===== src/rtl/shift_add_mult_pkg.sv =====
// Shared definitions for the shift-and-add multiplier: default operand width
// and the control FSM state encoding.
package mult_pkg;

   localparam int DEFAULT_WIDTH = 4;

   typedef enum logic [1:0] {
      IDLE = 2'd0,
      RUN  = 2'd1,
      DONE = 2'd2
   } state_t;

endpackage


===== src/rtl/shift_add_mult_csa.sv =====
// Carry-select adder: the low half ripples, the high half is computed for both
// carry-in values and the low-half carry picks the right one.
module CSA #(
   parameter int WIDTH = 4
) (
   input  logic [WIDTH-1:0] a,
   input  logic [WIDTH-1:0] b,
   input  logic             ci,
   output logic [WIDTH-1:0] sum,
   output logic             co
);

   localparam int LO = WIDTH / 2;
   localparam int HI = WIDTH - LO;

   logic [LO:0] lowSum;
   logic [HI:0] highSum0;
   logic [HI:0] highSum1;

   always_comb begin
      lowSum   = {1'b0, a[LO-1:0]} + {1'b0, b[LO-1:0]} + {{LO{1'b0}}, ci};
      highSum0 = {1'b0, a[WIDTH-1:LO]} + {1'b0, b[WIDTH-1:LO]};
      highSum1 = {1'b0, a[WIDTH-1:LO]} + {1'b0, b[WIDTH-1:LO]} + {{HI{1'b0}}, 1'b1};
      if (lowSum[LO]) begin
         sum = {highSum1[HI-1:0], lowSum[LO-1:0]};
         co  = highSum1[HI];
      end else begin
         sum = {highSum0[HI-1:0], lowSum[LO-1:0]};
         co  = highSum0[HI];
      end
   end

endmodule


===== src/rtl/shift_add_mult.sv =====
// Sequential unsigned shift-and-add multiplier: one multiplier bit per clock,
// using the CSA as the partial-product adder, registered product with a done strobe.
module shift_add_mult
   import mult_pkg::*;
#(
   parameter int WIDTH = DEFAULT_WIDTH
) (
   input  logic               clk,
   input  logic               reset,
   input  logic               start,
   input  logic [WIDTH-1:0]   a,
   input  logic [WIDTH-1:0]   b,
   output logic               busy,
   output logic               done,
   output logic [2*WIDTH-1:0] product
);

   localparam int CW = $clog2(WIDTH) + 1;
   localparam logic [CW-1:0] LAST_CNT = CW'(WIDTH - 1);

   state_t             state_q, state_d;
   logic [2*WIDTH-1:0] acc_q, acc_d;
   logic [2*WIDTH-1:0] product_q, product_d;
   logic [WIDTH-1:0]   mcand_q, mcand_d;
   logic [CW-1:0]      cnt_q, cnt_d;

   logic [WIDTH-1:0]   addend;
   logic [WIDTH-1:0]   csaSum;
   logic               csaCo;
   logic [2*WIDTH-1:0] accShift;

   // Upper half of acc accumulates; the carry is kept by shifting it into the MSB.
   assign addend   = acc_q[0] ? mcand_q : '0;
   assign accShift = {csaCo, csaSum, acc_q[WIDTH-1:1]};

   CSA #(.WIDTH(WIDTH)) u_csa (
      .a   (acc_q[2*WIDTH-1:WIDTH]),
      .b   (addend),
      .ci  (1'b0),
      .sum (csaSum),
      .co  (csaCo)
   );

   always_comb begin
      state_d   = state_q;
      acc_d     = acc_q;
      mcand_d   = mcand_q;
      cnt_d     = cnt_q;
      product_d = product_q;
      case (state_q)
         IDLE: begin
            if (start) begin
               state_d = RUN;
               mcand_d = a;
               acc_d   = {{WIDTH{1'b0}}, b};
               cnt_d   = '0;
            end
         end
         RUN: begin
            acc_d = accShift;
            cnt_d = cnt_q + CW'(1);
            if (cnt_q == LAST_CNT) begin
               state_d   = DONE;
               product_d = accShift;
            end
         end
         DONE:    state_d = IDLE;
         default: state_d = IDLE;
      endcase
   end

   always_ff @(posedge clk) begin
      if (reset) begin
         state_q   <= IDLE;
         acc_q     <= '0;
         mcand_q   <= '0;
         cnt_q     <= '0;
         product_q <= '0;
      end else begin
         state_q   <= state_d;
         acc_q     <= acc_d;
         mcand_q   <= mcand_d;
         cnt_q     <= cnt_d;
         product_q <= product_d;
      end
   end

   assign busy    = (state_q == RUN) || (state_q == DONE);
   assign done    = (state_q == DONE);
   assign product = product_q;

endmodule


===== config.mk =====
export PLATFORM = sky130hd
export DESIGN_NAME = shift_add_mult
export DESIGN_NICKNAME = d
export VERILOG_FILES = /design/src/rtl/shift_add_mult_pkg.sv /design/src/rtl/shift_add_mult_csa.sv /design/src/rtl/shift_add_mult.sv
export SDC_FILE = /design/constraint.sdc
export NUM_CORES = 1
export LEC_CHECK = 0
export ABC_AREA = 1
export CAP_MARGIN = 40
export CORE_MARGIN = 10
export CORE_UTILIZATION = 30
export DETAILED_ROUTE_END_ITERATION = 16
export PLACE_DENSITY = 0.48
export SKIP_CTS_REPAIR_TIMING = 1
export SLEW_MARGIN = 20
export SYNTH_ARGS = -nofsm -noshare
export SYNTH_HDL_FRONTEND = slang
export SYNTH_HIERARCHICAL = 1
export SYNTH_SLANG_ARGS = --single-unit

===== constraint.sdc =====
create_clock -name clk -period 2.45 [get_ports clk]
set_clock_uncertainty 0.05 [all_clocks]
set_input_delay 0.735 -clock clk [delete_from_list [all_inputs] [get_ports clk]]
set_output_delay 0.735 -clock clk [all_outputs]
set_load 0.01 [all_outputs]

==> flow_summary_export.csv <==
group,metric,value,unit
outcome,outcome,"finished clean",
place,pre_cts_ws,0.399,ns
grt,grt_usage,0.0846,
synthesis,synthAdderAreaFrac,0.115,
critical_path,r2r_cells,11,
synthesis,yosysTopAreaCell,"dfxtp_1",
detailed_routing,drt_wl_total,2970,µm
critical_path,worst-setup-path-type,"flop to output port",
sta,holdWs,0.423,ns
synthesis,ys.flop_type,"dfxtp_1",
synthesis,yosys.area_share.simple,0.290,
clock_tree,clkSlewWorstSetupHoldPaths,0.09,ns
clock_tree,clock_latency,0.27,ns
grt,grt_overflow,0,
clock_tree,htree_levels,1,
place,dp_hpwl,2310,µm
power_and_ir_drop,ir_drop,256,µV
power_and_ir_drop,p_leak,0.000719,µW
critical_path,arrival,1.56,ns
sta,maxSlewViolCount,0,
power_and_ir_drop,power.density,517,mW/mm²
critical_path,start_kind,"flop",
critical_path,crit_start,"state_q[0]",
synthesis,yosysSeqAreaShare,0.388,
synthesis,synth_top_area_share,0.388,
synthesis,ys_types,20,
critical_path,end_kind,"output port",
place,portBuffers,20,
critical_path,critPathRequiredTime,1.66,ns
sta,setup_tns,0,ns
critical_path,crit_path_max_incr_delay,0.56,ns
grt,grt_max_degree,16,
flow_run,cap_violations,0,
die,dieArea,0.00732,mm²
synthesis,synthXorXnorAreaFrac,0.00680,
grt,antenna_found_initial,0,
worst_hold_path,hp-class,"flop to flop",
sta,setup_ws,0.104,ns
synthesis,synth_nets,197,
die,num_rows,23,
clock_tree,cts_buffer_depth,2,
die,fp.dieH,85.5,µm
synthesis,synth_top_family_by_area,"simple AND/OR/NAND/NOR gates",
die,io_pins,21,
synthesis,synth_edf_count,0,
critical_path,r2r-start,"acc_q[0]",
finish,final_core_util,0.383,
detailed_routing,first_pass_iters,4,
clock_tree,cts_sinks,25,
synthesis,synthMuxAreaShare,0,
finish,syn_to_final_growth,21.5,%
sta,grt_setup_unrepaired,"no",
synthesis,synth_compound_area_frac,0.0854,
critical_path,path_cells,"inv_1, ha_1, clkdlybuf4s50_1",
clock_tree,numCtsBuffers,3,
finish,diodes,0,
critical_path,path_max_fanout,3,
synthesis,synthCells,176,
detailed_routing,drcViolationCount,0,
synthesis,yosys-top-cells-area,"dfxtp_1, nand2_1, nor2_1",
synthesis,syn_avg_cell_area,7.32,µm²
synthesis,async_reset_ff_frac,0,
detailed_routing,drt_iter0_drc,68,
synthesis,yosysMostFrequentCell,"nand2_1",
die,coreArea,0.00409,mm²
synthesis,synthTopCellsByCount,"nand2_1, nor2_1, dfxtp_1",
critical_path,cp_slowest_cell,"clkdlybuf4s50_1",
place,gp_congestion,0.734,
grt,grt_pass1_vias,1097,
finish,fillers,438,
sta,setup_viol_count_final,0,
detailed_routing,ant_nets,0,
grt,grt_pass1_wl,5060,µm
sta,hold_violations,0,
detailed_routing,wl_per_cell,12.0,µm
synthesis,synth_area,0.00129,mm²
sta,max_freq,426,MHz
synthesis,ys_seq_elements,25,
sta,period_needed,2.35,ns
worst_hold_path,hold_start,"product[6]",
worst_hold_path,whs_path_depth,2,
die,start_util,0.315,
clock_tree,cts_tree,"yes",
die,die_width,85.5,µm
detailed_routing,routed_via_density,4.43,
detailed_routing,num_vias,1094,
clock_tree,cts-root-buf,"clkbuf_8",
finish,drive_gt1_frac,0.0609,
synthesis,ys_warn_count,6,
finish,nets,219,
sta,period_share,0.958,
-- state kept, by name, indices dropped and copies added, names as in the netlist --
register	flops
acc_q	8
cnt_q	3
mcand_q	4
product	8
state_q	2
-- area by class of cell --
type | count | area, µm² | area share
multi-input cells | 121 | 644 | 0.412
clock buffers | 4 | 45.0 | 0.0288
flip-flops and latches | 25 | 500 | 0.320
repair buffers | 23 | 223 | 0.142
inverters | 24 | 90.1 | 0.0576
well taps | 50 | 62.6 | 0.0400
-- worst max-delay path: cells and delay by family, from the launching register on --
kind / cells / cell delay, ns
flops: 1 / 0.37
fa+ha+maj: 1 / 0.29
buf+inv: 2 / 0.63
-- report_power, final --
part           internal, µW  switching, µW
combinational          52.6           70.8
sequential              423           12.4
clock                   117            135
-- routing by layer --
| layer | track usage | share of wire |
|---|---|---|
| met1 | 0.0950 | 0.47 |
| met2 | 0.144 | 0.47 |
| met3 | 0.0322 | 0.053 |
| met4 | 0.0269 | 0.011 |
| met5 | 0 | 0 |
-- path summary, 6_finish.rpt --
kind	endpoint	slack [ns]
max	busy	0.10
min	product[6]	0.42
max reg2reg	product[7]	0.50
min reg2reg	product[6]	0.42
-- kinds of logic after synthesis --
logic type                 count (synthesis)
and+or+nand+nor                           87
buffers and inverters                     30
DFF                                       25
AOI/OAI and AO/OA                         22
adders and majority gates                 10
xor gates and xnor gates                   1
other                                      1
-- layout by cell type (no fill, tap or decap) --
cell type | Yosys | final
nand2_2 | 3 | 3
buf_4 | 0 | 3
conb_1 | 1 | 1
ha_1 | 7 | 7
nor2_1 | 29 | 29
nand3_1 | 14 | 14
inv_1 | 21 | 21
clkdlybuf4s50_1 | 0 | 20
inv_2 | 2 | 2
clkbuf_8 | 0 | 3
a21oi_1 | 11 | 11
o21ai_0 | 7 | 7
dfxtp_1 | 25 | 25
clkbuf_1 | 1 | 1
fa_1 | 3 | 3
nand2_1 | 36 | 36
clkinv_1 | 1 | 1
xor2_1 | 1 | 1
nand2_4 | 1 | 1
nand3b_1 | 4 | 4
o21ai_1 | 4 | 4
-- through the flow --
| stage | total power (µW) | instances | cell area, µm² |
|---|---|---|---|
| global route | 854 | 247 | 1570 |
| CTS | 824 | 247 | 1570 |
| finish | 810 | 247 | 1570 |
| global placement | 567 | 243 | 1520 |
| floorplan | 532 | 176 | 1290 |
| detailed placement | 570 | 243 | 1520 |
No activity file was read; power rests on OpenSTA's default activity.
